==> config.mk <==
export PLATFORM = sky130hd
export DESIGN_NAME = eggtimer_ctrl
export DESIGN_NICKNAME = d
export VERILOG_FILES = /design/src/rtl/eggtimer_ctrl.sv
export SDC_FILE = /design/constraint.sdc
export NUM_CORES = 1
export LEC_CHECK = 0
export BUFFER_PORTS_ARGS = -buffer_cell sky130_fd_sc_hd__buf_4
export CAP_MARGIN = 20
export CORE_ASPECT_RATIO = 0.8
export CORE_UTILIZATION = 55
export DETAILED_ROUTE_END_ITERATION = 16
export PLACE_DENSITY_LB_ADDON = 0.1
export SLEW_MARGIN = 20
export SYNTH_ARGS = -nofsm -noshare
export SYNTH_HDL_FRONTEND = slang
export SYNTH_SLANG_ARGS = --single-unit
==> constraint.sdc <==
create_clock -name clk -period 2.95 [get_ports clk]
set_clock_uncertainty 0.05 [all_clocks]
set_input_delay 0.59 -clock clk [delete_from_list [all_inputs] [get_ports clk]]
set_output_delay 0.59 -clock clk [all_outputs]
set_load 0.01 [all_outputs]
==> src/rtl/eggtimer_ctrl.sv <==
// Egg-timer sequencing controller: programmed duration, 1 Hz elapsed-second count,
// and the IDLE/RUN/PAUSE/DONE state machine driving the bar-graph outputs.
module eggtimer_ctrl #(
  parameter int unsigned CLK_HZ       = 100000000,
  parameter int unsigned PROG_STEP    = 10,
  parameter int unsigned PROG_MAX     = 4095,
  parameter int unsigned PROG_DEFAULT = 180
) (
  input  logic        clk,
  input  logic        rst_n,
  input  logic        btn_start,
  input  logic        btn_clear,
  input  logic        btn_up,
  input  logic        btn_down,
  output logic [11:0] timer_seconds,
  output logic [11:0] prog_seconds,
  output logic        running,
  output logic        alarm
);

  localparam int unsigned TW = 12;
  localparam int unsigned PW = (CLK_HZ > 1) ? $clog2(CLK_HZ) : 1;
  localparam logic [PW-1:0] PRESC_LAST = PW'(CLK_HZ - 1);

  typedef enum logic [1:0] {
    ST_IDLE,
    ST_RUN,
    ST_PAUSE,
    ST_DONE
  } state_t;

  state_t          state_q, state_d;
  logic [PW-1:0]   presc_q, presc_d;
  logic [TW-1:0]   timer_d, prog_d;
  logic [TW-1:0]   timer_inc_c;
  logic [TW:0]     prog_sum_c;

  // State register and registered outputs; flags decode the next state
  always_ff @(posedge clk or negedge rst_n) begin
    if (!rst_n) begin
      state_q       <= ST_IDLE;
      presc_q       <= '0;
      timer_seconds <= '0;
      prog_seconds  <= TW'(PROG_DEFAULT);
      running       <= 1'b0;
      alarm         <= 1'b0;
    end else begin
      state_q       <= state_d;
      presc_q       <= presc_d;
      timer_seconds <= timer_d;
      prog_seconds  <= prog_d;
      running       <= (state_d == ST_RUN);
      alarm         <= (state_d == ST_DONE);
    end
  end

  // Next-state, prescaler and counter update; clear beats start beats up/down
  always_comb begin
    state_d     = state_q;
    presc_d     = presc_q;
    timer_d     = timer_seconds;
    prog_d      = prog_seconds;
    timer_inc_c = timer_seconds + TW'(1);
    prog_sum_c  = (TW+1)'(prog_seconds) + (TW+1)'(PROG_STEP);

    case (state_q)
      ST_IDLE: begin
        if (btn_clear) begin
          timer_d = '0;
          presc_d = '0;
        end else if (btn_start) begin
          if (prog_seconds != '0) begin
            state_d = ST_RUN;
            timer_d = '0;
            presc_d = '0;
          end
        end else if (btn_up && !btn_down) begin
          prog_d = (prog_sum_c > (TW+1)'(PROG_MAX)) ? TW'(PROG_MAX) : prog_sum_c[TW-1:0];
        end else if (btn_down && !btn_up) begin
          prog_d = (prog_seconds >= TW'(PROG_STEP)) ? prog_seconds - TW'(PROG_STEP) : '0;
        end
      end

      ST_RUN: begin
        if (btn_clear) begin
          state_d = ST_IDLE;
          timer_d = '0;
          presc_d = '0;
        end else if (presc_q == PRESC_LAST) begin
          // Tick: the increment lands first; reaching the target beats a pause request
          presc_d = '0;
          timer_d = timer_inc_c;
          if (timer_inc_c == prog_seconds) begin
            state_d = ST_DONE;
          end else if (btn_start) begin
            state_d = ST_PAUSE;
          end
        end else begin
          presc_d = presc_q + PW'(1);
          if (btn_start) begin
            state_d = ST_PAUSE;
          end
        end
      end

      ST_PAUSE: begin
        if (btn_clear) begin
          state_d = ST_IDLE;
          timer_d = '0;
          presc_d = '0;
        end else if (btn_start) begin
          state_d = ST_RUN;
        end
      end

      ST_DONE: begin
        if (btn_clear) begin
          state_d = ST_IDLE;
          timer_d = '0;
          presc_d = '0;
        end
      end

      default: begin
        state_d = ST_IDLE;
        timer_d = '0;
        presc_d = '0;
      end
    endcase
  end

endmodule

==> out/results.ini, run 1 <==
[worst_setup_path]
worstSetupEndpointType=flip-flop
criticalPathCategory=reg -> reg
crit_fanout=13
crit_chain=or4_1, o41ai_2, and2_1, nand2b_2, or4_1, nand3_1
crit_required_ns=3.10
crit_top_cell=or4_1
arrival_ns=2.84
slowest_stage=or4_1
setup.worst_path.start_class=flip-flop
cpPeakStageDelay_ns=0.64
crit_buf_inv=0
cp_top_family=simple AND/OR/NAND/NOR gates

[synthesis]
yosysWarnings=0
synth-seq-cells=55
muxShareOfSynthArea_pct=0.5141
synthAdderAreaFrac_pct=1.928
netlist_area_um2=3894
synthTopCellsByArea=dfrtp_1, xnor2_1, nor2_1
async_flop_share_pct=100.0
yosys-top-cells-count=dfrtp_1, nor2_1, o21ai_0, nand2_1, xnor2_1
synth_top_family_by_area=simple AND/OR/NAND/NOR gates
syn_inst=469
yosys.area.top_type=dfrtp_1
yosys.area_share.simple_pct=27.22
syn-num-nets=481
synth_compound_area_share_pct=20.95
ys.flop_type=dfrtp_1
synth-edff-count=0
ys_seq_area_share_pct=35.48
synth_xor_area_share_pct=8.548
synth_area_per_cell_um2=8.302
netlist.area_leader.share_pct=32.78
synth_cell_types=66
yosysMostFrequentCell=dfrtp_1

[outcome]
outcome=complete, no violations

[clocking]
insertion_delay_ns=0.31
clk_pin_slew_ns=0.10
cts.sinks=55
cts_setup_buffers=0
clockBufferDepth=2
numCtsBuffers=5
tritoncts=done
htree_levels=2
cts-root-buf=clkbuf_8

[grt]
grt_pass1_vias=3475
antenna_found_initial=0
grt_overflow=0
grt_max_degree=56
gr-usage-all-layers_pct=30.09
grt_pass1_wl_um=17290

[timing]
finalCritPeriodShare_pct=91.14
setup_viol=0
finalHoldViolations=0
max_freq_mhz=371.9
setup-tns-final_ns=0
drv_slew=0
rsz0062_at_grt=false
slew-limit-headroom_pct=51.96
worstMarginPinSlew_ns=0.7206
period_minus_slack_ns=2.689

[cells_and_area]
diodes=0
syn_to_final_growth_pct=14.88
design_area_um2=4473
drive_gt1_share_pct=17.81
fillCellCount=585
layout.nets=522
regArea_um2=1381
multiInputGateArea_um2=2328

[drt]
dr.pass1.iters=5
vias=3842
drt_iter0_drc=407
ant_nets=0
post-route-drc-count=0
wire_per_inst_um=17.44
vias_per_cell=6.425
routed_wl_um=10430

[place]
gp_congestion=0.9750
port_buffers=31
dpl-instance-area_um2=4359
post-dp-hpwl_um=7424

[power_and_ir_drop]
seqPwrFrac_pct=34.6
ir_drop_uv=682.6
p_int_mw=1.536
p_sw_mw=1.042
swShare_pct=40.42
pwr-share-comb_pct=48.3
pwr-share-clk_pct=17.1
p_per_area_nw_per_um2=576.4
leakagePower_nw=1.767

[floorplan]
start_util_pct=56.78
fp.dieArea_um2=7422
fp.dieW_um=96.07
io_pins=32
core_um2=6858
die_h_um=77.26
rows=27

[job]
max-cap-violations=0

[min_path]
hold_class=in -> async

-- logic make-up after synthesis --
logic type | after synthesis
buffers and inverters | 50
muxes | 2
DFF | 55
xor gates and xnor gates | 38
AOI/OAI and AO/OA | 120
adders and majority gates | 6
and+or+nand+nor | 198
-- worst register-to-register path, stage by stage, from the launching register on --
cell and delay (ns):
dfrtp_1 0.48, or4_1 0.64, o41ai_2 0.35, and2_1 0.48, nand2b_2 0.36, or4_1 0.16
nand3_1 0.07
-- stage by stage --
stage	setup slack (ns)	hold WS, ns	util (%)	cells	total power, mW
after floorplan	0.5864	0.2444	-	469	1.752
after global placement	-0.05392	0.4473	63.57	589	2.099
after detailed placement	-0.1628	0.4627	63.57	589	2.122
after CTS	0.2137	0.3047	65.06	597	2.568
after global routing	0.1203	0.3384	65.23	598	2.746
final	0.2612	0.2676	65.23	598	2.578
-- final cells by class --
| type | count | share of cell area, % |
|---|---|---|
| multi-input combinational | 365 | 52.06 |
| timing repair buffer | 66 | 11.08 |
| clock buffer | 7 | 1.930 |
| tap | 87 | 2.434 |
| clock inverter | 1 | 0.1958 |
| sequential | 55 | 30.88 |
| inverter | 17 | 1.427 |
-- layout by cell type (no fill, tap or decap), types with 7 or more instances in the layout --
| cell | netlist | layout |
|---|---|---|
| nor4_1 | 9 | 8 |
| xnor2_1 | 27 | 27 |
| xor2_1 | 11 | 11 |
| nand4_1 | 12 | 12 |
| or3_1 | 8 | 8 |
| inv_1 | 17 | 17 |
| nand2b_1 | 8 | 7 |
| nand3_1 | 20 | 20 |
| nor3_1 | 20 | 20 |
| buf_4 | 0 | 66 |
| dfrtp_1 | 51 | 51 |
| nor2_1 | 50 | 50 |
| nand2_1 | 30 | 30 |
| or4_1 | 8 | 8 |
| o21ai_0 | 37 | 37 |
| a21oi_1 | 19 | 19 |
-- worst paths after layout --
path / start / end / slack [ns] / cells after the start
min reg2reg: presc_q[0] / presc_q[0] / 0.48 / 1
max in group asynchronous: rst_n / state_q[1] / 2.08 / 1
min in group clk: presc_q[0] / presc_q[0] / 0.48 / 1
max reg2reg: prog_seconds[0] / timer_seconds[11] / 0.26 / 6
max: prog_seconds[0] / timer_seconds[11] / 0.26 / 6
min: rst_n / timer_seconds[7] / 0.27 / 1
-- metal layers --
metal | wire, µm | part of all wire (%) | up-vias | GRT usage, %
met4 | 149 | 1.4 | 0 | 6.716
met3 | 897 | 8.6 | 19 | 5.258
met1 | 4827 | 46 | 1826 | 46.00
met2 | 4557 | 44 | 187 | 43.83
li1 | - | - | 1810 | -
met5 | 0 | 0 | - | 0
-- power by group through the flow --
| stage | registers [mW] | clock network, mW | logic, mW |
|---|---|---|---|
| 3_3_place_gp | 0.903 | 0 | 1.20 |
| 6_report | 0.891 | 0.442 | 1.25 |
| 5_1_grt | 0.903 | 0.478 | 1.36 |
| 4_1_cts | 0.891 | 0.451 | 1.23 |
| 3_5_place_dp | 0.905 | 0 | 1.22 |
| 2_1_floorplan | 0.944 | 0 | 0.809 |
-- registers in the layout (all words and copies together) (netlist names) --
signal and cells:
running 1, state_q 2, prog_seconds 12, alarm 1, timer_seconds 12, presc_q 27
-- what timing repair did --
action | 4_1_cts | 5_1_grt
cloned | 0 | 1
setup endpoints to repair | 7 | 1
gates resized for setup | 1 | 1
pin swaps | 0 | 1
hold buffers | 0 | 0
(Power assumes the default switching activity.)
==> inputs of run 2 (changes only) <==
- CTS_CLUSTER_DIAMETER: default -> 120
- clock period: 2.95 -> 3.1 ns (I/O delays scaled with it)
==> run 2 against run 1 <==
Final area down 1.5%. Setup slack worse by 0.038 ns. Combinational power down 10%. Register-to-register slack worse by 0.04 ns. Worst hold slack better by 0.032 ns. Flip-flop and latch count unchanged. Sequential share of layout area up 0.46 points. Cell count down 1.8%. Critical path depth unchanged. Largest cell class unchanged. Die area unchanged. Sequential power up 0.6%.
==> out/results.ini, run 2 (same netlist as run 1, synthesis figures left out) <==
[timing]
finalHoldViolations=0
slew-limit-headroom_pct=53.34
rsz0062_at_grt=false
drv_slew=0
finalCritPeriodShare_pct=92.81
max_freq_mhz=347.6
period_minus_slack_ns=2.877
setup-tns-final_ns=0
setup_viol=0
worstMarginPinSlew_ns=0.7000

[job]
max-cap-violations=0

[clocking]
tritoncts=done
clk_pin_slew_ns=0.10
insertion_delay_ns=0.31
numCtsBuffers=5
cts.sinks=55
cts_setup_buffers=0
clockBufferDepth=2
htree_levels=2
cts-root-buf=clkbuf_8

[min_path]
hold_class=in -> async

[worst_setup_path]
cp_top_family=simple AND/OR/NAND/NOR gates
reg2reg_to=timer_seconds[11]
crit_required_ns=3.25
rrSetupSlack_ns=0.22
cpPeakStageDelay_ns=0.62
setup.worst_path.start_class=flip-flop
worstSetupEndpointType=flip-flop
rr_startpoint=prog_seconds[5]
crit_cells=6
crit_buf_inv=0
criticalPathCategory=reg -> reg
worstSetupEndpoint=timer_seconds[11]
crit_fanout=14
slowest_stage=or4_4
crit_chain=or4_4, o41ai_2, and2_1, nand2b_1, or4_1, nand3_1
ff2ff_path_depth=6
critPathLaunch=prog_seconds[5]
arrival_ns=3.02

[power_and_ir_drop]
leakagePower_nw=1.717
ir_drop_uv=439.2
p_per_area_nw_per_um2=564.7

[cells_and_area]
final_common_cell=buf_4
top_register=presc_q
syn_to_final_growth_pct=13.17
layout_common_cells=buf_4, dfrtp_1, nor2_1, o21ai_0, nand2_1
diodes=0
largest_register_ffs=27
top_regs=presc_q: 27 flops, prog_seconds: 12 flops, timer_seconds: 12 flops
drive_gt1_share_pct=16.00
layout.nets=512
final_cells=587

[place]
dp.cells=579
gp_congestion=0.9010
port_buffers=31
post-dp-hpwl_um=7217

[grt]
grt_max_degree=56
gr-usage-all-layers_pct=29.16
grt_pass1_vias=3401
grt_pass1_wl_um=17010
antenna_found_initial=0
grt_overflow=0

[drt]
vias=3750
dr.pass1.iters=5
routed_wl_um=10080
drt_iter0_drc=386
wire_per_inst_um=17.17
ant_nets=0
post-route-drc-count=0
vias_per_cell=6.388

[floorplan]
core_um2=6858
die_h_um=77.26
start_util_pct=56.78
rows=27
fp.dieW_um=96.07
fp.dieArea_um2=7422
io_pins=32

[outcome]
outcome=complete, no violations

run 2: worst min path at each step:
stage	start	to	slack, ns	cells past startpoint
2_1_floorplan	rst_n	alarm	0.27	0
3_3_place_gp	presc_q[1]	presc_q[1]	0.44	1
3_5_place_dp	presc_q[0]	presc_q[0]	0.46	1
4_1_cts	rst_n	timer_seconds[9]	0.33	1
5_1_grt	rst_n	timer_seconds[10]	0.35	1
6_report	rst_n	timer_seconds[9]	0.30	1
run 2: power by group:
group          internal (mW)  switching [mW]  total [mW]
clock                  0.237           0.240       0.476
combinational          0.464           0.652        1.12
sequential             0.800          0.0964       0.896
total                   1.50           0.988        2.49
run 2: through the flow:
stage | util (%) | hold WS (ns) | worst slack, ns | instance area, µm² | total power, mW
4_1_cts | 64.13 | 0.3273 | 0.2718 | 4398 | 2.484
3_5_place_dp | 62.47 | 0.4644 | -0.09933 | 4284 | 2.002
5_1_grt | 64.26 | 0.3526 | 0.08561 | 4407 | 2.659
2_1_floorplan | - | 0.2744 | 0.7364 | 3894 | 1.668
6_report | 64.26 | 0.2991 | 0.2230 | 4407 | 2.488
3_3_place_gp | 62.47 | 0.4436 | 0.05286 | 4284 | 1.979
run 2: timing repair:
| action | CTS | global route |
|---|---|---|
| hold endpoints to repair | 0 | 0 |
| gates resized for setup | 1 | 0 |
| pin swaps | 0 | 1 |
| hold buffers | 0 | 0 |
| endpoints found under the setup margin | 5 | 1 |
| gates cloned | 0 | 1 |
run 2: area by class of cell:
| type | instances | area (µm²) |
|---|---|---|
| Clock inverter | 2 | 37.54 |
| Timing Repair Buffer | 56 | 420.4 |
| Multi-Input combinational cell | 365 | 2326 |
| Fill cell | 603 | 2451 |
| Tap cell | 87 | 108.9 |
| Clock buffer | 5 | 68.82 |
| Inverter | 17 | 63.81 |
| Sequential cell | 55 | 1381 |
run 2: worst register-to-register path: stages (launching register included):
cell,delay [ns]
dfstp_2,0.47
or4_4,0.62
o41ai_2,0.45
and2_1,0.46
nand2b_1,0.46
or4_1,0.19
nand3_1,0.07
run 2: layer usage:
layer	wire length, µm	up-vias	GRT usage (%)
met4	89	0	4.925
met2	4328	173	41.99
li1	-	1772	-
met5	0	-	0
met3	797	13	4.464
met1	4864	1792	46.05
==> inputs of run 3 (changes only) <==
- PLACE_DENSITY: default -> 0.81
- PLACE_DENSITY_LB_ADDON: 0.1 -> default
==> run 3 against run 2 <==
Worst hold slack worse by 0.027 ns. Sequential share of layout area is 0.33 points higher. Wire length is 3.2% higher. Setup slack worse by 0.0088 ns. Utilization is 0.68 points lower. Final area is 1.1% lower. Clock power is 9.2% lower. Count of clock-buffer cells in the layout is 1 higher. Critical path type unchanged. Critical endpoint is now timer_seconds[6]. Largest cell class unchanged.
==> out/results.ini, run 3 (same netlist as run 1, synthesis figures left out) <==
[outcome]
outcome=complete, no violations

[power_and_ir_drop]
fin_total_pwr_mw=2.475
leakagePower_nw=1.691
pwr-share-clk_pct=17.5
seqPwrFrac_pct=37.1
ir_drop_uv=273.9
p_sw_mw=1.024
swShare_pct=41.36
p_per_area_nw_per_um2=567.5
pwr-share-comb_pct=45.4
p_int_mw=1.451

[floorplan]
fp.dieW_um=96.07
rows=27
die_h_um=77.26
start_util_pct=56.78
core_um2=6858
io_pins=32
fp.dieArea_um2=7422

[clocking]
insertion_delay_ns=0.32
cts-root-buf=clkbuf_8
cts.sinks=55
clk_pin_slew_ns=0.10
clockBufferDepth=2
holdBufCountCts=0
tritoncts=done
numCtsBuffers=5
htree_levels=2
ctsResizeCount=1
cts_setup_buffers=0

[place]
gp_congestion=0.9092
dp.cells=575
port_buffers=31
dp_slack_ns=-0.06246
dpl-instance-area_um2=4254
post-dp-hpwl_um=7363

[worst_setup_path]
crit_required_ns=3.26
criticalPathCategory=reg -> reg
crit_fanout=13
worstSetupEndpointType=flip-flop
arrival_ns=3.04
setup.worst_path.start_class=flip-flop

[drt]
post-route-drc-count=0
drt_iter0_drc=393
routed_wl_um=10410
vias=3770
vias_per_cell=6.467
dr.pass1.iters=5
ant_nets=0
wire_per_inst_um=17.85

[timing]
drv_slew=0
worstMarginPinSlew_ns=0.7107
setup_viol=0
layout_setup_ws_ns=0.2142
rsz0062_at_grt=false
slew-limit-headroom_pct=52.62
period_minus_slack_ns=2.886
hold_ws_ns=0.2724
setup-tns-final_ns=0
finalCritPeriodShare_pct=93.09
max_freq_mhz=346.5
finalHoldViolations=0

[cells_and_area]
top_register=presc_q
top_regs=presc_q: 27 flops, prog_seconds: 12 flops, timer_seconds: 12 flops
layout_common_cells=buf_4, dfrtp_1, nor2_1, o21ai_0, nand2_1
fillCellCount=557
layout.nets=507
utilization_pct=63.58
design_area_um2=4360
largest_register_ffs=27
syn_to_final_growth_pct=11.99
diodes=0
final_common_cell=buf_4
drive_gt1_share_pct=15.32
final_cells=583

[min_path]
hold_class=in -> async

[grt]
grt_overflow=0
grt_max_degree=56
gr-usage-all-layers_pct=29.40
antenna_found_initial=0
grt_pass1_vias=3543
grt_pass1_wl_um=17060

[job]
max-cap-violations=0

==> run 3: cell count changes in the layout (fill, tap and decap cells not counted), sizes merged <==
cell    delta
clkinv     +1
bufinv     -1
buf        -4
a21oi      -1
clkbuf     +1
==> run 3: path summary, 6_finish.rpt <==
path | from | end | slack [ns] | cells after the start
max | prog_seconds[6] | timer_seconds[6] | 0.21 | 6
min | rst_n | prog_seconds[10] | 0.27 | 1
max reg2reg | prog_seconds[6] | timer_seconds[6] | 0.21 | 6
min reg2reg | presc_q[0] | presc_q[0] | 0.49 | 1
max in group asynchronous | rst_n | prog_seconds[1] | 2.23 | 1
min in group clk | presc_q[0] | presc_q[0] | 0.49 | 1
==> run 3: power by group through the flow <==
stage | registers, mW | logic, mW | clock network (mW)
final | 0.918 | 1.12 | 0.432
after global placement | 0.927 | 1.05 | 0
after floorplan | 0.898 | 0.770 | 0
after global routing | 0.931 | 1.21 | 0.457
after CTS | 0.914 | 1.10 | 0.434
after detailed placement | 0.929 | 1.08 | 0
==> run 3: layer usage <==
metal / up-vias / track usage [%] / wire length [µm]
met5: - / 0 / 0
met4: 0 / 8.358 / 133
met3: 17 / 5.556 / 891
met2: 162 / 44.04 / 4698
met1: 1826 / 42.94 / 4682
li1: 1765 / - / -
==> run 3: critical path: stages, from the launching register on <==
cell and delay, ns:
dfrtp_1 0.55, or4_4 0.63, o41ai_2 0.42, and2_1 0.37, nand2b_1 0.46, o21ai_0 0.19, o41ai_1 0.09
==> run 3: layout make-up <==
cell class	count	area, µm²	share of cell area (%)
well taps	87	108.9	2.496
clock inverters	2	16.27	0.3730
repair buffers	52	390.4	8.953
multi-input cells	364	2317	53.14
clock buffers	6	82.58	1.894
inverters	17	63.81	1.463
flip-flops and latches	55	1381	31.68
